<file path="src/rtl/game_controller.sv">
// -----------------------------------------------------------------------------
// game_controller
// Moore FSM sequencing the 5-bit countdown counter of a reaction game on the
// 4 Hz game clock. Holds the counter at reload outside PLAY, arms for a fixed
// delay, judges the player's hit against a latched target and keeps a
// saturating win-streak score.
//
// Ports:
//   clk_4_i        game clock, all state changes on rising edge
//   rst_ni         asynchronous active-low reset
//   start_i        single-cycle start pulse
//   hit_i          single-cycle player-hit pulse
//   target_i       target count, latched on IDLE->ARM
//   count_i        current countdown counter value
//   counter_en_o   decrement enable to the counter (PLAY only)
//   counter_rst_no synchronous active-low reload to the counter (low outside PLAY)
//   playing_o      high in PLAY
//   win_o          high in WIN
//   lose_o         high in LOSE
//   score_o        current win streak (saturating)
//   state_o        IDLE=0, ARM=1, PLAY=2, WIN=3, LOSE=4
// -----------------------------------------------------------------------------
module game_controller #(
   parameter int unsigned ARM_CYCLES  = 8,
   parameter int unsigned RESULT_HOLD = 12,
   parameter int unsigned SCORE_W     = 4
) (
   input  logic               clk_4_i,
   input  logic               rst_ni,
   input  logic               start_i,
   input  logic               hit_i,
   input  logic [4:0]         target_i,
   input  logic [4:0]         count_i,
   output logic               counter_en_o,
   output logic               counter_rst_no,
   output logic               playing_o,
   output logic               win_o,
   output logic               lose_o,
   output logic [SCORE_W-1:0] score_o,
   output logic [2:0]         state_o
);

   localparam int unsigned MAX_C = (ARM_CYCLES > RESULT_HOLD) ? ARM_CYCLES : RESULT_HOLD;
   localparam int unsigned TMR_W = (MAX_C > 1) ? $clog2(MAX_C) : 1;

   typedef enum logic [2:0] {
      S_IDLE = 3'd0,
      S_ARM  = 3'd1,
      S_PLAY = 3'd2,
      S_WIN  = 3'd3,
      S_LOSE = 3'd4
   } state_t;

   state_t             state_q, state_d;
   logic [TMR_W-1:0]   timer_q, timer_d;
   logic [4:0]         target_q, target_d;
   logic [SCORE_W-1:0] score_q, score_d;

   always_ff @(posedge clk_4_i or negedge rst_ni) begin
      if (!rst_ni) begin
         state_q  <= S_IDLE;
         timer_q  <= '0;
         target_q <= '0;
         score_q  <= '0;
      end else begin
         state_q  <= state_d;
         timer_q  <= timer_d;
         target_q <= target_d;
         score_q  <= score_d;
      end
   end

   // One timer serves both ARM and the WIN/LOSE hold; they never overlap.
   always_comb begin
      state_d  = state_q;
      timer_d  = timer_q;
      target_d = target_q;
      score_d  = score_q;
      case (state_q)
         S_IDLE: begin
            if (start_i) begin
               state_d  = S_ARM;
               target_d = target_i;
               timer_d  = TMR_W'(ARM_CYCLES - 1);
            end
         end
         S_ARM: begin
            if (hit_i) begin
               state_d = S_LOSE;
               timer_d = TMR_W'(RESULT_HOLD - 1);
               score_d = '0;
            end else if (timer_q == '0) begin
               state_d = S_PLAY;
            end else begin
               timer_d = timer_q - 1'b1;
            end
         end
         S_PLAY: begin
            // A hit is judged before the timeout so hit-at-zero on target 0 wins.
            if (hit_i && (count_i == target_q)) begin
               state_d = S_WIN;
               timer_d = TMR_W'(RESULT_HOLD - 1);
               if (score_q != '1) score_d = score_q + 1'b1;
            end else if (hit_i || (count_i == 5'd0)) begin
               state_d = S_LOSE;
               timer_d = TMR_W'(RESULT_HOLD - 1);
               score_d = '0;
            end
         end
         S_WIN, S_LOSE: begin
            if (timer_q == '0) state_d = S_IDLE;
            else               timer_d = timer_q - 1'b1;
         end
         default: state_d = S_IDLE;
      endcase
   end

   assign counter_en_o   = (state_q == S_PLAY);
   assign counter_rst_no = (state_q == S_PLAY);
   assign playing_o      = (state_q == S_PLAY);
   assign win_o          = (state_q == S_WIN);
   assign lose_o         = (state_q == S_LOSE);
   assign score_o        = score_q;
   assign state_o        = state_q;

endmodule

</file>
<file path="config.mk">
export PLATFORM = sky130hd
export DESIGN_NAME = game_controller
export DESIGN_NICKNAME = d
export VERILOG_FILES = /design/src/rtl/game_controller.sv
export SDC_FILE = /design/constraint.sdc
export NUM_CORES = 1
export LEC_CHECK = 0
export CAP_MARGIN = 20
export CELL_PAD_IN_SITES_DETAIL_PLACEMENT = 1
export CELL_PAD_IN_SITES_GLOBAL_PLACEMENT = 2
export CORE_MARGIN = 2
export CORE_UTILIZATION = 27
export CTS_CLUSTER_DIAMETER = 60
export DETAILED_ROUTE_END_ITERATION = 16
export GPL_TIMING_DRIVEN = 1
export PLACE_DENSITY_LB_ADDON = 0.1
export RECOVER_POWER = 50
export SETUP_SLACK_MARGIN = 0.3
export SYNTH_ARGS = -nofsm -noshare
export SYNTH_HDL_FRONTEND = slang
export SYNTH_SLANG_ARGS = --single-unit
export TNS_END_PERCENT = 100
</file>
<file path="constraint.sdc">
create_clock -name clk_4_i -period 1.6 [get_ports clk_4_i]
set_input_delay 0.32 -clock clk_4_i [delete_from_list [all_inputs] [get_ports clk_4_i]]
set_output_delay 0.32 -clock clk_4_i [all_outputs]
set_load 0.03 [all_outputs]
</file>
==> flow_metrics.py <==
metrics = {
    "setup_path": {
        "critical_path.max_fanout": 6,
        "arrival_ns": 1.31,
        "path_class": "reg2out",
        "r2r_slack_ns": -0.01,
        "cp.required_ns": 1.28,
        "endpoint_kind": "output pin",
        "cp-start-kind": "register",
    },
    "logic_synthesis": {
        "ys_seq_area_share_pct": 36.4,
        "synth_top_cell_area_share_pct": 36.4,
        "synth.most_common_cell": "dfrtp_1",
        "synth_area_leaders": "dfrtp_1, mux2_2, xnor2_1",
        "synth_cell_type_count": 41,
        "synth-seq-cells": 16,
        "yosys_warnings": 0,
        "async_reset_ff_share_pct": 100,
        "synth_top_area_cell": "dfrtp_1",
        "synth_area_sq_mm": 0.00110,
        "avgSynthCellArea_sq_um": 9.66,
        "ys.flop_type": "dfrtp_1",
        "synth_edf_count": 0,
        "syn_nets": 130,
        "synth.top_cells.by_count": "dfrtp_1, inv_1, a31oi_1, o211ai_1, xnor2_1",
        "synth_cells": 114,
    },
    "drt": {
        "postRouteAntennaNets": 0,
        "wl_per_cell_um": 16.5,
        "route.detailed.drc": 0,
        "wl_um": 3740,
        "drt_iter0_markers": 38,
        "num_vias": 1127,
        "via_per_inst": 4.96,
        "dr.pass1.iters": 4,
    },
    "run_status": {
        "status": "finished with violations",
        "violations": "negative setup slack",
    },
    "power": {
        "switching_share_pct": 40.4,
        "p_clk_share_pct": 11.0,
        "power.internal_mw": 2.04,
        "seq_power_share_pct": 21.3,
        "finalPower_mw": 3.42,
        "leakagePower_nw": 0.841,
        "power_frac_comb_pct": 67.6,
        "ir_drop_mv": 0.804,
        "power_density_mw_per_mm2": 1810,
        "power_switching_mw": 1.38,
    },
    "floorplan": {
        "start_util_pct": 27.7,
        "coreArea_sq_mm": 0.00397,
        "die_area_sq_mm": 0.00460,
        "die_w_um": 67.9,
        "chipHeight_um": 67.9,
        "io_pins": 26,
        "placementRows": 23,
    },
    "final_layout": {
        "multi_input_area_sq_um": 749,
        "fin_nets": 194,
        "utilization_pct": 47.5,
        "syn2layout_area_growth_pct": 71.5,
        "drive_gt1_share_pct": 50.3,
        "stdcell_area_sq_mm": 0.00189,
        "layout.cells.non_filler": 227,
        "seq_area_sq_um": 404,
        "n_fill_cell": 445,
        "antenna-diode-count": 0,
    },
    "sta": {
        "layout_setup_ws_ns": -0.0312,
        "skew_ns": 0.00149,
        "fin_crit_ns": 1.63,
        "rsz0062_at_grt": "yes",
        "timing.final.crit_share_pct": 102,
        "max_slew_margin_pct": 37.0,
        "tightest_slew_ns": 0.945,
        "slew_violations": 0,
        "hold_ws_ns": 0.536,
        "finalSetupTns_ns": -0.133,
        "hold_viol_final": 0,
        "finalSetupViolations": 5,
        "clock.fmax_mhz": 613,
    },
    "clocking": {
        "htree_levels": 1,
        "cts.sinks": 16,
        "cts.path.max_buffers": 2,
        "cts.clk_slew.worst_paths_ns": 0.07,
        "tritoncts": "yes",
        "cts-root-buf": "clkbuf_8",
        "ctsHoldBuffers": 0,
        "clk_latency_ns": 0.26,
        "numCtsBuffers": 3,
    },
    "placement": {
        "gp_congestion": 0.833,
        "portBuffers": 25,
        "post-place-ws_ns": -0.436,
        "post_dp_cell_area_sq_mm": 0.00159,
        "hpwl_um": 2500,
        "dp.cells": 208,
    },
    "global_routing": {
        "antenna_found_initial": 0,
        "grt_max_degree": 17,
        "grt_usage_pct": 17.1,
        "grt-ovfl-total": 0,
        "grt_pass1_wl_um": 5760,
        "grt_pass1_vias": 1202,
    },
    "run": {
        "drv_cap": 0,
    },
    "hold_path": {
        "hp-class": "reg2reg",
    },
}
## registers in the layout, summed over array words and instances (netlist names)
signal,flops
state_o,3
target_q,5
timer_q,4
score_o,4
## critical path, stage by stage, from the launching register on
cell	delay, ns
dfrtp_2	0.44
buf_4	0.15
nor3b_4	0.18
buf_6	0.15
buf_6	0.13
## cells by family after synthesis
kind of cell / Yosys count / synth area share, %
compound gates: 27 / 17.8
xor+xnor: 6 / 4.77
fa+ha+maj: 2 / 2.27
buf+inv: 16 / 7.84
flops: 16 / 36.4
mux: 9 / 9.20
simple gates: 38 / 21.7
## power by group through the flow
stage	Sequential, mW	Clock, mW	Combinational [mW]
floorplan	0.793	0	1.09
detailed placement	0.726	0	1.75
finish	0.730	0.377	2.31
global route	0.757	0.402	2.47
CTS	0.733	0.392	2.01
global placement	0.718	0	1.70
## final timing paths
path | startpoint | depth (start not counted) | endpoint
worst min-delay path | target_q[1] | 1 | target_q[1]
worst min register to register | target_q[1] | 1 | target_q[1]
worst max-delay path | state_o[0] | 4 | playing_o
max in group asynchronous | rst_ni | 2 | state_o[2]
min in group asynchronous | rst_ni | 2 | timer_q[1]
worst max register to register | state_o[1] | 7 | timer_q[3]
## what timing repair did
item                       4_1_cts  5_1_grt
cloned                           0        0
buffers inserted                11        4
setup endpoints to repair       28       24
pin swaps                       10        9
resized for setup               55       27
## cell usage in the layout, fill, tap and decap left out, types with 4 or more instances in the layout
cell type,netlist,routed
mux2_4,1,6
nand4_1,4,4
clkbuf_8,0,4
o211ai_1,6,6
buf_2,2,4
buf_4,2,32
nand3_1,5,4
buf_6,2,16
clkdlybuf4s50_1,0,7
inv_1,8,5
xnor2_1,6,6
a31oi_1,6,4
dfrtp_1,16,13
nor2_1,5,4
## layer usage
layer | vias to the layer above | routed length [um] | share of wire [%] | track usage (%)
met2 | 16 | 2020 | 54 | 31.9
met4 | 0 | 52 | 1.4 | 6.00
met5 | - | 0 | 0 | 0
met1 | 554 | 1570 | 42 | 20.2
li1 | 552 | - | - | -
met3 | 5 | 92 | 2.5 | 1.97
## layout make-up
class / count / area share (%)
multi-input cells: 82 / 39.7
repair buffers: 67 / 30.9
flip-flops and latches: 16 / 21.4
well taps: 50 / 3.31
clock buffers: 4 / 2.92
inverters: 8 / 1.72
No activity file was read; power rests on OpenSTA's default activity.
